==> src/rtl/paddle_renderer_if.sv <==
// Pixel-write bus between the paddle renderer and its controller / VGA adapter.
// The renderer sits on the slave side; the game controller and adapter sit on the master side.
interface paddle_renderer_if;
   logic       start;
   logic [6:0] yPaddleCoord;
   logic [7:0] x;
   logic [6:0] y;
   logic [2:0] colour;
   logic       plot;
   logic       busy;
   logic       done;

   modport slave (
      input  start, yPaddleCoord,
      output x, y, colour, plot, busy, done
   );

   modport master (
      output start, yPaddleCoord,
      input  x, y, colour, plot, busy, done
   );
endinterface

==> src/rtl/paddle_renderer.sv <==
// Paddle renderer: erases the previously drawn paddle rectangle, then draws it at the
// newly requested row, one pixel write per cycle to a 160x120 VGA adapter.
module paddle_renderer #(
   parameter logic [7:0] X_POS         = 8'd4,
   parameter int         PADDLE_W      = 2,
   parameter int         PADDLE_H      = 8,
   parameter logic [2:0] PADDLE_COLOUR = 3'b111,
   parameter logic [2:0] BG_COLOUR     = 3'b000,
   parameter logic [6:0] Y_MAX         = 7'd119
) (
   input  logic              clock,
   input  logic              resetn,   // active-high synchronous reset
   paddle_renderer_if.slave  bus
);

   typedef enum logic [1:0] {IDLE, ERASE, DRAW, DONE} state_t;

   state_t     state, state_next;
   logic [2:0] col, col_next;
   logic [3:0] row, row_next;
   logic [6:0] new_y, new_y_next;
   logic [6:0] old_y, old_y_next;
   logic       drawn_valid, drawn_valid_next;

   logic [7:0] x_q, x_next;
   logic [6:0] y_q, y_next;
   logic [2:0] colour_q, colour_next;
   logic       plot_q, plot_next;
   logic       busy_q, busy_next;
   logic       done_q, done_next;

   logic [6:0] base;
   logic [7:0] row_sum;
   logic       last_col;
   logic       last_pix;

   assign bus.x      = x_q;
   assign bus.y      = y_q;
   assign bus.colour = colour_q;
   assign bus.plot   = plot_q;
   assign bus.busy   = busy_q;
   assign bus.done   = done_q;

   // State, scan counters and registered adapter outputs.
   always_ff @(posedge clock) begin
      if (resetn) begin
         state       <= IDLE;
         col         <= '0;
         row         <= '0;
         new_y       <= '0;
         old_y       <= '0;
         drawn_valid <= 1'b0;
         x_q         <= '0;
         y_q         <= '0;
         colour_q    <= '0;
         plot_q      <= 1'b0;
         busy_q      <= 1'b0;
         done_q      <= 1'b0;
      end else begin
         state       <= state_next;
         col         <= col_next;
         row         <= row_next;
         new_y       <= new_y_next;
         old_y       <= old_y_next;
         drawn_valid <= drawn_valid_next;
         x_q         <= x_next;
         y_q         <= y_next;
         colour_q    <= colour_next;
         plot_q      <= plot_next;
         busy_q      <= busy_next;
         done_q      <= done_next;
      end
   end

   // Next-state and next-output logic; one rectangle pixel per cycle in ERASE/DRAW.
   always_comb begin
      state_next       = state;
      col_next         = col;
      row_next         = row;
      new_y_next       = new_y;
      old_y_next       = old_y;
      drawn_valid_next = drawn_valid;
      x_next           = x_q;
      y_next           = y_q;
      colour_next      = colour_q;
      plot_next        = 1'b0;
      busy_next        = busy_q;
      done_next        = 1'b0;

      // Row sum kept 8 bits wide so rows past 127 are clipped rather than wrapping to the top.
      base     = (state == ERASE) ? old_y : new_y;
      row_sum  = {1'b0, base} + {4'b0000, row};
      last_col = (col == 3'(PADDLE_W - 1));
      last_pix = last_col && (row == 4'(PADDLE_H - 1));

      case (state)
         IDLE: begin
            if (bus.start) begin
               new_y_next = bus.yPaddleCoord;
               busy_next  = 1'b1;
               col_next   = '0;
               row_next   = '0;
               state_next = drawn_valid ? ERASE : DRAW;
            end
         end
         ERASE, DRAW: begin
            x_next      = X_POS + {5'b00000, col};
            y_next      = row_sum[6:0];
            colour_next = (state == ERASE) ? BG_COLOUR : PADDLE_COLOUR;
            plot_next   = (row_sum <= {1'b0, Y_MAX});
            if (last_pix) begin
               col_next   = '0;
               row_next   = '0;
               state_next = (state == ERASE) ? DRAW : DONE;
            end else if (last_col) begin
               col_next = '0;
               row_next = row + 4'd1;
            end else begin
               col_next = col + 3'd1;
            end
         end
         DONE: begin
            done_next        = 1'b1;
            busy_next        = 1'b0;
            old_y_next       = new_y;
            drawn_valid_next = 1'b1;
            state_next       = IDLE;
         end
         default: state_next = IDLE;
      endcase
   end

endmodule

==> src/flat_wrapper.sv <==
// flat-port wrapper written by rule: the top's interface ports become plain ports
module paddle_renderer_flat 
#(
   parameter logic [7:0] X_POS         = 8'd4,
   parameter int         PADDLE_W      = 2,
   parameter int         PADDLE_H      = 8,
   parameter logic [2:0] PADDLE_COLOUR = 3'b111,
   parameter logic [2:0] BG_COLOUR     = 3'b000,
   parameter logic [6:0] Y_MAX         = 7'd119
)
  (clock, resetn, bus_start, bus_yPaddleCoord, bus_x, bus_y, bus_colour, bus_plot, bus_busy, bus_done);
  paddle_renderer_if bus_i ();
  input  logic clock;
  input  logic resetn;
  input wire logic [$bits(bus_i.start)-1:0] bus_start;
  input wire logic [$bits(bus_i.yPaddleCoord)-1:0] bus_yPaddleCoord;
  output wire logic [$bits(bus_i.x)-1:0] bus_x;
  output wire logic [$bits(bus_i.y)-1:0] bus_y;
  output wire logic [$bits(bus_i.colour)-1:0] bus_colour;
  output wire logic [$bits(bus_i.plot)-1:0] bus_plot;
  output wire logic [$bits(bus_i.busy)-1:0] bus_busy;
  output wire logic [$bits(bus_i.done)-1:0] bus_done;
  assign bus_i.start = bus_start;
  assign bus_i.yPaddleCoord = bus_yPaddleCoord;
  assign bus_x = bus_i.x;
  assign bus_y = bus_i.y;
  assign bus_colour = bus_i.colour;
  assign bus_plot = bus_i.plot;
  assign bus_busy = bus_i.busy;
  assign bus_done = bus_i.done;
  paddle_renderer #(.X_POS(X_POS), .PADDLE_W(PADDLE_W), .PADDLE_H(PADDLE_H), .PADDLE_COLOUR(PADDLE_COLOUR), .BG_COLOUR(BG_COLOUR), .Y_MAX(Y_MAX)) u_core (.clock(clock), .resetn(resetn), .bus(bus_i));
endmodule
==> config.mk <==
export PLATFORM = sky130hd
export DESIGN_NAME = paddle_renderer_flat
export DESIGN_NICKNAME = d
export VERILOG_FILES = /design/src/rtl/paddle_renderer_if.sv /design/src/rtl/paddle_renderer.sv /design/src/flat_wrapper.sv
export SDC_FILE = /design/constraint.sdc
export NUM_CORES = 1
export LEC_CHECK = 0
export ABC_CLOCK_PERIOD_IN_PS = 2300
export CAP_MARGIN = 5
export CORE_MARGIN = 2
export CORE_UTILIZATION = 48
export DETAILED_ROUTE_END_ITERATION = 8
export PLACE_DENSITY_LB_ADDON = 0.12
export SYNTH_ARGS = -nofsm -noshare
export SYNTH_HDL_FRONTEND = slang
export SYNTH_SLANG_ARGS = --single-unit
==> constraint.sdc <==
create_clock -name clock -period 2.3 [get_ports clock]
set_input_delay 0.46 -clock clock [delete_from_list [all_inputs] [get_ports clock]]
set_output_delay 0.46 -clock clock [all_outputs]
set_load 0.1 [all_outputs]
==> run metrics <==
Max H-tree Level 2; CP peak stage delay 350 ps; Via Count 1,652; CP max FO 5; PortBufs 26; Clock transition at path regs 70 ps; Power Dens Cells 1200 nW/um2; Leak 0.000989 uW; Final Hold Fails 0; cts hold-fix bufs 0; Seq pwr share 28.6%; largest net degree at the start of global routing 39; die area 4830 um2; Placed Area 2340 um2; Net Sw Frac 48.4%; I/O pins 31; share of cells above drive strength 1 25.5%; total grt overflow 0; number of synthesized flops with an enable pin 0; Mapped Cells 228; Mapped Area 2060 um2; Worst setup EP type register; count leader, synth dfxtp_1; core area 4060 um2; post-route cell area 2540 um2; gp weighted congestion 0.857; fin. max-slew vios 0; DRT antenna net count 0; Post-Route WL 4.06 mm; Initial Util 50.7%; fin nets 279; Crit Path Category reg2reg; Worst Setup Start Kind register; CP arrival 2460 ps; Netlist cell types 49; TritonCTS clock tree done; GRT Overall Usage 18.0%; asr flop ratio synth 0%; initial antenna violation count 0; CTS Buf Count 5; required time of the critical path 2490 ps; max_slew headroom 59.9%; Min-Delay Path Class reg2reg; Die H 69.5 um; final worst-path cycle share 98.5%; area grow syn2layout 23.6%; Final min period 2270 ps; power share of the combinational group 56.6%; clk buf depth 2; maximum VDD drop 0.840 mV; # setup viols final 0; Fill cells 359; critical-path cell list inv_1 > ha_4 > mux2_2 > ha_1 > buf_4 > o21a_1 > a211oi_2 > a2111oi_4 > a21o_1; GR Util met1 24.5%; Seq/Total Area, Yosys 37.9%; P_sw 1480 uW; Worst-Margin Slew 601 ps; status completed; sinks on the clock net 39; area leader, netlist dfxtp_1; clock latency on the worst-skew pair 290 ps; Mean Syn Cell Area 9.03 um2; Primary FF master, synth dfxtp_1; n_diodes 0; max-cap violations 0; initial drt markers 97; Via density 5.35; GR peak layer met2; CTS root buf clkbuf_8; slowest stage cell, crit path mux2_2; Synth area leaders dfxtp_1, mux2i_1, ha_1; Fmax 0.441 GHz; met3 usage 4.65%; Yosys top cell area share 37.9%; DIE WIDTH 69.5 um; Worst Skew 4.94 ps; Rows 23; RSZ-0062 raised after global routing true; total power 3060 uW; WL per Instance 13.1 um; top post-synthesis cells by count dfxtp_1, nor2_1, a21oi_1; Clock Power Share 14.8%; first-pass GRT wire length 7.16 mm; drt drc 0; Warnings, synthesis 0; internal power 1580 uW; FF+latch count, synth 39; vias in the first global route 1,543; GR Layer Usage met2 27.8%; HPWL after DPL 2.87 mm; DRT Pass-1 Iters 5
-- metrics by stage --
| step | hold WS [ps] | util, % | setup slack (ps) | TNS (ps) | cells |
|---|---|---|---|---|---|
| 2_1_floorplan | 440 | - | 1.39 | 0 | 231 |
| 3_3_place_gp | 454 | 57.6 | -48.5 | -143 | 301 |
| 3_5_place_dp | 467 | 57.6 | -214 | -504 | 301 |
| 4_1_cts | 479 | 60.8 | 6.18 | 0 | 309 |
| 5_1_grt | 501 | 62.7 | -51.6 | -122 | 309 |
| 6_report | 474 | 62.7 | 33.7 | 0 | 309 |
-- path summary, 6_finish.rpt --
kind	slack, ps	start	cells after the start	end
worst max register to register	30	u_core.state[1]$_SDFFE_PP0P_	9	u_core.bus.y[5]$_SDFFE_PP0N_
worst min-delay path	470	u_core.new_y[3]$_SDFFE_PP0P_	2	u_core.new_y[3]$_SDFFE_PP0P_
worst max-delay path	30	u_core.state[1]$_SDFFE_PP0P_	9	u_core.bus.y[5]$_SDFFE_PP0N_
worst min register to register	470	u_core.new_y[3]$_SDFFE_PP0P_	2	u_core.new_y[3]$_SDFFE_PP0P_
-- metal layers --
metal,vias to the layer above,part of all wire [%]
met5,-,0
met4,0,1.5
met3,5,4.7
met2,40,45
met1,769,49
li1,838,-
-- power groups by stage --
stage / logic [uW] / clock network [uW] / registers (uW)
floorplan: 979 / 0 / 1260
global placement: 1660 / 0 / 877
detailed placement: 1680 / 0 / 881
CTS: 1710 / 462 / 874
global route: 1870 / 495 / 892
finish: 1730 / 453 / 873
-- critical path, delay by kind of cell, from the launching register on --
family / cells / cell delay (ps)
adders and majority gates: 2 / 440
AOI/OAI and AO/OA: 4 / 800
DFF: 1 / 320
muxes: 1 / 350
buffers and inverters: 2 / 260
-- sequential cells by signal (all words and copies together) (netlist names) --
register / flops
u_core.col: 3
u_core.old_y: 7
u_core.bus.plot: 1
u_core.bus.done: 1
u_core.new_y: 7
u_core.bus.x: 4
u_core.bus.busy: 1
u_core.bus.y: 7
u_core.row: 4
u_core.bus.colour: 1
u_core.state: 2
u_core.drawn_valid: 1
-- placed cells by master, fill, tap and decap left out, types with 5 or more instances in the layout --
master	netlist	routed
xnor2_1	5	5
dfxtp_1	39	37
nand3_1	8	8
nand2b_1	8	7
ha_1	10	6
clkbuf_8	0	5
a21oi_1	18	16
mux2i_1	15	15
nand2_1	13	13
clkdlybuf4s50_1	0	9
buf_4	7	31
nor2_1	27	27
inv_1	10	10
-- repair_timing --
item	4_1_cts	5_1_grt
setup buffers	0	0
setup endpoints to repair	4	4
gates resized for setup	7	13
pin swaps	4	9
-- layout make-up --
cell class / count / area [um2] / share of cell area [%]
Clock buffer: 6 / 72.6 / 2.85
Inverter: 10 / 37.5 / 1.47
Sequential cell: 39 / 783 / 30.8
Clock inverter: 2 / 12.5 / 0.492
Multi-Input combinational cell: 162 / 1250 / 49.3
Tap cell: 50 / 62.6 / 2.46
Timing Repair Buffer: 40 / 323 / 12.7
-- logic make-up after synthesis --
group	Yosys count	synth area share [%]
multiplexers	21	10.6
other	1	0.182
adder cells (fa/ha/maj)	11	7.05
AO/OA/AOI/OAI	47	16.0
flip-flops	39	37.9
XOR/XNOR	5	2.13
AND/OR/NAND/NOR	74	18.1
buffers and inverters	30	8.02
No activity file was read; power rests on OpenSTA's default activity.
